<file path="src/rtl/load_align_unit.sv">
// load_align_unit
//
// Turns a byte-addressed load (LB/LH/LW/LBU/LHU/LD) into one or two aligned
// bus reads, then shifts and extends the selected bytes into a DATA_W result.
//
// Parameters
//   DATA_W     data bus width in bits, 32 or 64 (BYTES = DATA_W/8)
//
// Build option
//   MISALIGN_SPLIT_EN  when defined, misaligned loads are executed, and loads
//                      that straddle a bus word become two reads. When not
//                      defined, any misaligned load completes at once with
//                      adel=1 and never touches the bus.
//
// Ports
//   clk        clock, rising edge
//   reset      asynchronous active-high reset
//   start      load request, only accepted while idle
//   op         load type: 000 LB, 001 LH, 011 LW, 100 LBU, 101 LHU, 111 LD
//   addr       byte address of the load, sampled with start
//   flush      abort the load in flight
//   bus_req    memory read request
//   bus_addr   BYTES-aligned read address
//   bus_ack    read data valid for the current request
//   bus_rdata  read data
//   busy       high whenever the unit is not idle
//   done       one-cycle completion pulse
//   rdata      extended load result, valid with done and held afterwards
//   adel       address error / illegal op, valid with done

module load_align_unit #(
    parameter int DATA_W = 32
) (
    input  logic              clk,
    input  logic              reset,
    input  logic              start,
    input  logic [2:0]        op,
    input  logic [31:0]       addr,
    input  logic              flush,
    output logic              bus_req,
    output logic [31:0]       bus_addr,
    input  logic              bus_ack,
    input  logic [DATA_W-1:0] bus_rdata,
    output logic              busy,
    output logic              done,
    output logic [DATA_W-1:0] rdata,
    output logic              adel
);

    localparam int BYTES = DATA_W / 8;
    localparam int OFFW  = $clog2(BYTES);

    typedef enum logic [1:0] {
        IDLE,
        REQ0,
        REQ1,
        RESP
    } state_t;

    state_t            state;
    logic [2:0]        op_q;
    logic [OFFW-1:0]   offset_q;
    logic              split_q;
    logic [DATA_W-1:0] lo;
    logic [DATA_W-1:0] hi;

    logic [3:0]        acc_size;
    logic              legal_op;
    logic              misaligned;
    logic              crossing;
    logic              align_err;
    logic              split_req;

    // Decode the incoming request: access size, whether the op exists at
    // this bus width, and how the access sits relative to the bus word.
    always_comb begin
        acc_size = 4'd1;
        legal_op = 1'b1;
        case (op)
            3'b000, 3'b100: acc_size = 4'd1;
            3'b001, 3'b101: acc_size = 4'd2;
            3'b011:         acc_size = 4'd4;
            3'b111: begin
                acc_size = 4'd8;
                legal_op = (DATA_W == 64);
            end
            default:        legal_op = 1'b0;
        endcase
        misaligned = (4'(addr[OFFW-1:0]) & (acc_size - 4'd1)) != 4'd0;
        crossing   = (4'(addr[OFFW-1:0]) + acc_size) > 4'(BYTES);
    end

`ifdef MISALIGN_SPLIT_EN
    assign align_err = 1'b0;
    assign split_req = crossing;
`else
    // A straddling access is always misaligned, so with no split support
    // it is already rejected and the second read never happens.
    assign align_err = misaligned;
    assign split_req = 1'b0;
`endif

    // Shift the two-word window down to the addressed byte, keep the
    // access-size bytes and extend them to the full data width.
    function automatic logic [DATA_W-1:0] extend_load(
        input logic [2*DATA_W-1:0] pair,
        input logic [OFFW-1:0]     off,
        input logic [2:0]          o
    );
        logic [DATA_W-1:0] sh;
        logic [DATA_W-1:0] r;
        sh = DATA_W'(pair >> {off, 3'b000});
        r  = '0;
        case (o)
            3'b000: r = {{(DATA_W-8){sh[7]}}, sh[7:0]};
            3'b001: r = {{(DATA_W-16){sh[15]}}, sh[15:0]};
            3'b100: r = {{(DATA_W-8){1'b0}}, sh[7:0]};
            3'b101: r = {{(DATA_W-16){1'b0}}, sh[15:0]};
            3'b011: begin
                // LW fills the whole word on a 32-bit bus; on a 64-bit bus
                // the upper half carries its sign.
                r = DATA_W'(sh[31:0]);
                if (DATA_W == 64 && sh[31]) begin
                    r = r | ~DATA_W'(32'hFFFF_FFFF);
                end
            end
            3'b111: r = sh;
            default: r = '0;
        endcase
        return r;
    endfunction

    // Single state machine with every output registered. done, adel and
    // rdata are set on the edge that enters RESP so they appear together
    // with the RESP cycle; flush overrides everything except reset.
    always_ff @(posedge clk or posedge reset) begin
        if (reset) begin
            state    <= IDLE;
            op_q     <= '0;
            offset_q <= '0;
            split_q  <= 1'b0;
            lo       <= '0;
            hi       <= '0;
            bus_req  <= 1'b0;
            bus_addr <= '0;
            busy     <= 1'b0;
            done     <= 1'b0;
            adel     <= 1'b0;
            rdata    <= '0;
        end else begin
            done <= 1'b0;
            adel <= 1'b0;
            if (flush) begin
                state   <= IDLE;
                bus_req <= 1'b0;
                busy    <= 1'b0;
            end else begin
                case (state)
                    IDLE: begin
                        if (start) begin
                            op_q     <= op;
                            offset_q <= addr[OFFW-1:0];
                            split_q  <= split_req;
                            busy     <= 1'b1;
                            if (!legal_op || align_err) begin
                                state <= RESP;
                                done  <= 1'b1;
                                adel  <= 1'b1;
                            end else begin
                                state    <= REQ0;
                                bus_req  <= 1'b1;
                                bus_addr <= {addr[31:OFFW], {OFFW{1'b0}}};
                            end
                        end
                    end
                    REQ0: begin
                        if (bus_ack) begin
                            lo <= bus_rdata;
                            if (split_q) begin
                                state    <= REQ1;
                                bus_addr <= bus_addr + 32'(BYTES);
                            end else begin
                                state   <= RESP;
                                bus_req <= 1'b0;
                                done    <= 1'b1;
                                rdata   <= extend_load({hi, bus_rdata}, offset_q, op_q);
                            end
                        end
                    end
                    REQ1: begin
                        if (bus_ack) begin
                            hi      <= bus_rdata;
                            state   <= RESP;
                            bus_req <= 1'b0;
                            done    <= 1'b1;
                            rdata   <= extend_load({bus_rdata, lo}, offset_q, op_q);
                        end
                    end
                    RESP: begin
                        state <= IDLE;
                        busy  <= 1'b0;
                    end
                    default: begin
                        state   <= IDLE;
                        bus_req <= 1'b0;
                        busy    <= 1'b0;
                    end
                endcase
            end
        end
    end

endmodule

</file>
<file path="config.mk">
export PLATFORM = sky130hd
export DESIGN_NAME = load_align_unit
export DESIGN_NICKNAME = d
export VERILOG_FILES = /design/src/rtl/load_align_unit.sv
export SDC_FILE = /design/constraint.sdc
export NUM_CORES = 1
export LEC_CHECK = 0
export ABC_AREA = 1
export CELL_PAD_IN_SITES_DETAIL_PLACEMENT = 2
export CELL_PAD_IN_SITES_GLOBAL_PLACEMENT = 2
export CORE_MARGIN = 2
export CORE_UTILIZATION = 32
export CTS_BUF_LIST = sky130_fd_sc_hd__clkbuf_8
export CTS_CLUSTER_SIZE = 8
export DETAILED_ROUTE_END_ITERATION = 10
export PLACE_DENSITY = 0.95
export REMOVE_ABC_BUFFERS = 1
export SLEW_MARGIN = 20
export SYNTH_ARGS = -nofsm -noshare
export SYNTH_HDL_FRONTEND = slang
export SYNTH_SLANG_ARGS = --single-unit
</file>
<file path="constraint.sdc">
create_clock -name clk -period 8.75 [get_ports clk]
set_input_delay 1.75 -clock clk [delete_from_list [all_inputs] [get_ports clk]]
set_output_delay 1.75 -clock clk [all_outputs]
set_load 0.02 [all_outputs]
</file>
==> results.sh <==
export IMPL_crit_buf_inv=3
export IMPL_period_share_pct=51.1
export IMPL_ios=140
export IMPL_start_util_pct=32.5
export IMPL_nets=1233
export IMPL_vias=7925
export IMPL_cts_buffers=17
export IMPL_path_cells="clkdlybuf4s50_1 > inv_1 > o31ai_1 > o21ai_0 > inv_1 > nand2_1 > nand2_1 > nand2_1"
export IMPL_drc_errors=0
export IMPL_hp_class="flop to flop"
export IMPL_cts_resized=0
export IMPL_cts_sinks=129
export IMPL_fin_util_pct=40.8
export IMPL_die_w_um=156
export IMPL_cp_end_kind="flop"
export IMPL_grt_max_degree=78
export IMPL_setup_violations_final=0
export IMPL_ys_seq_elements=129
export IMPL_cp_top_family="buffers and inverters"
export IMPL_grt_total_usage_pct=25.6
export IMPL_core_area_sq_um=22600
export IMPL_critPathMaxFanout=32
export IMPL_crit_slowest_cell="nand2_1"
export IMPL_place_congestion=0.810
export IMPL_synth_top_area_share_pct=43.9
export IMPL_area_growth_pct=25.5
export IMPL_clock_path_buffers=2
export IMPL_ys_top_cells_by_area="dfrtp_1 44%, nand2_1 23%, nand3_1 15%"
export IMPL_grt_pass1_wl_mm=48.7
export IMPL_finalHoldViolCount=0
export IMPL_yosysSeqAreaShare_pct=43.9
export IMPL_grt_pass1_vias=8792
export IMPL_dp_hpwl_mm=19.8
export IMPL_relSlewSlack_pct=31.1
export IMPL_hold_slack_ns=0.490
export IMPL_syn_area_sq_um=7360
export IMPL_avgRoutedWirePerCell_um=20.6
export IMPL_drt_initial_drc_count=401
export IMPL_overflow=0
export IMPL_cap_violations=0
export IMPL_p_leak_nw=4.62
export IMPL_fmax_mhz=224
export IMPL_power_density_nw_per_um2=383
export IMPL_rsz0062_at_grt="false"
export IMPL_status="finished clean"
export IMPL_antenna_found_initial=0
export IMPL_wl_mm=29.9
export IMPL_final_antenna_net_count=0
export IMPL_maxSlewViolCount=0
export IMPL_tritoncts="done"
export IMPL_clkSlewWorstSetupHoldPaths_ns=0.08
export IMPL_antennaDiodeCount=0
export IMPL_path_class="primary input to flop"
export IMPL_postCtsSetupBuffers=0
export IMPL_hold_buffers=0
export IMPL_worst_pin_slew_ns=1.03
export IMPL_cp_required_ns=9.11
export IMPL_fillers=2644
export IMPL_fin_crit_ns=4.47
export IMPL_start_kind="primary input"
export IMPL_tns_ns=0
export IMPL_viasPerCell=5.45
export IMPL_fp_dieH_um=156
export IMPL_h_tree_depth=4
export IMPL_arrival_ns=4.82
export IMPL_dr_pass1_iters=5
export IMPL_avgSynthCellArea_sq_um=6.93
export IMPL_ys_types=26
export IMPL_critPathMaxStageDelay_ns=0.91
export IMPL_clk_latency_ns=0.48
export IMPL_synth_top_cell_by_area="dfrtp_1"
export IMPL_port_buffers=137
export IMPL_skew_ns=0.0136
export IMPL_ys_warn_count=0
export IMPL_synth_cells=1062
export IMPL_cts_root_buf="clkbuf_8"
export IMPL_cp_common_cell="nand2_1"
export IMPL_layout_drive_gt1_share_pct=4.96
export IMPL_die_area_sq_um=24200
export IMPL_row_count=55
export IMPL_ir_drop_v=0.000206
==> Yosys cell counts <==
cell,number
buf_4,8
o21ai_0,66
dfrtp_1,129
nor3_1,3
nor2_4,1
o31ai_1,1
a21oi_1,5
or2_2,1
buf_2,33
mux2_2,3
conb_1,1
nand2_1,448
buf_6,2
inv_1,58
o21ai_1,12
nor2_1,9
o22ai_1,1
ha_1,5
buf_1,4
nand3_1,219
inv_2,4
nand3_2,1
nand4_1,8
o211ai_1,13
clkbuf_1,25
nand2_2,2
==> metal layers <==
metal | vias to the layer above | share of wire, % | wire length (um) | global-route usage (%)
met5 | - | 0 | 0 | 0
met1 | 4023 | 42 | 12500 | 30.6
li1 | 3628 | - | - | -
met2 | 221 | 50 | 15000 | 45.3
met4 | 0 | 2.5 | 746 | 8.78
met3 | 53 | 5.6 | 1680 | 5.89
==> through the flow <==
| stage | total power [W] | cells | worst slack (ns) | area (sq um) |
|---|---|---|---|---|
| CTS | 0.00356 | 1454 | 4.29 | 9240 |
| finish | 0.00353 | 1454 | 4.28 | 9240 |
| floorplan | 0.00213 | 991 | 3.56 | 7010 |
| detailed placement | 0.00292 | 1422 | 3.77 | 8810 |
| global placement | 0.00280 | 1422 | 4.11 | 8810 |
| global route | 0.00381 | 1454 | 4.01 | 9240 |
==> layout by cell type, fill, tap and decap left out, drive strengths merged, types with 3 or more instances in the layout <==
| cell type | netlist | final |
|---|---|---|
| nand4 | 8 | 8 |
| buf | 47 | 9 |
| nor2 | 10 | 10 |
| nand2 | 450 | 450 |
| clkbuf | 25 | 18 |
| ha | 5 | 5 |
| clkinvlp | 0 | 3 |
| clkinv | 0 | 4 |
| nand3 | 220 | 220 |
| o21ai | 78 | 78 |
| clkdlybuf4s50 | 0 | 137 |
| inv | 62 | 66 |
| bufinv | 0 | 3 |
| nor3 | 3 | 3 |
| o211ai | 13 | 13 |
| a21oi | 5 | 5 |
| dfrtp | 129 | 129 |
| mux2 | 3 | 3 |
==> path summary, 6_finish.rpt <==
| kind | start | endpoint | slack, ns | cells past startpoint |
|---|---|---|---|---|
| worst max-delay path | op[0] | bus_addr[27] | 4.28 | 8 |
| worst min-delay path | bus_req | bus_req | 0.49 | 2 |
| worst max register to register | offset_q[1] | rdata[16] | 5.38 | 9 |
| worst min register to register | bus_req | bus_req | 0.49 | 2 |
| max in group asynchronous | reset | lo[8] | 5.48 | 3 |
| min in group asynchronous | reset | bus_req | 1.81 | 2 |
==> kinds of logic after synthesis <==
family / after synthesis / share of synthesized area [%]
buffers and inverters: 134 / 8.01
AO/OA/AOI/OAI: 98 / 7.16
adder cells (fa/ha/maj): 5 / 0.850
multiplexers: 3 / 0.459
flip-flops: 129 / 43.9
AND/OR/NAND/NOR: 692 / 39.6
other: 1 / 0.0509
==> sequential cells by signal, indices dropped and copies added, names as in the netlist <==
signal,cells
busy,1
hi,24
state,2
bus_req,1
bus_addr,30
adel,1
lo,32
offset_q,2
rdata,32
op_q,3
done,1
==> cell type report <==
type | instances | area, sq um | share of cell area (%)
multi-input combinational | 800 | 3550 | 38.4
sequential | 129 | 3230 | 35.0
timing repair buffer | 146 | 1440 | 15.6
tap | 285 | 357 | 3.86
clock buffer | 18 | 248 | 2.68
inverter | 62 | 235 | 2.55
clock inverter | 14 | 179 | 1.94
==> worst reg2reg max path, delay by kind of cell (launching register included) <==
family                 cells  cell delay [ns]
AND/OR/NAND/NOR            7             1.67
buffers and inverters      2             1.30
flip-flops                 1             0.35
==> power by group <==
group / internal [W] / switching, W / total, W
logic: 0.000659 / 0.00121 / 0.00187
clock network: 0.000293 / 0.000290 / 0.000583
registers: 0.000861 / 0.000221 / 0.00108
No activity file was read; power rests on OpenSTA's default activity.
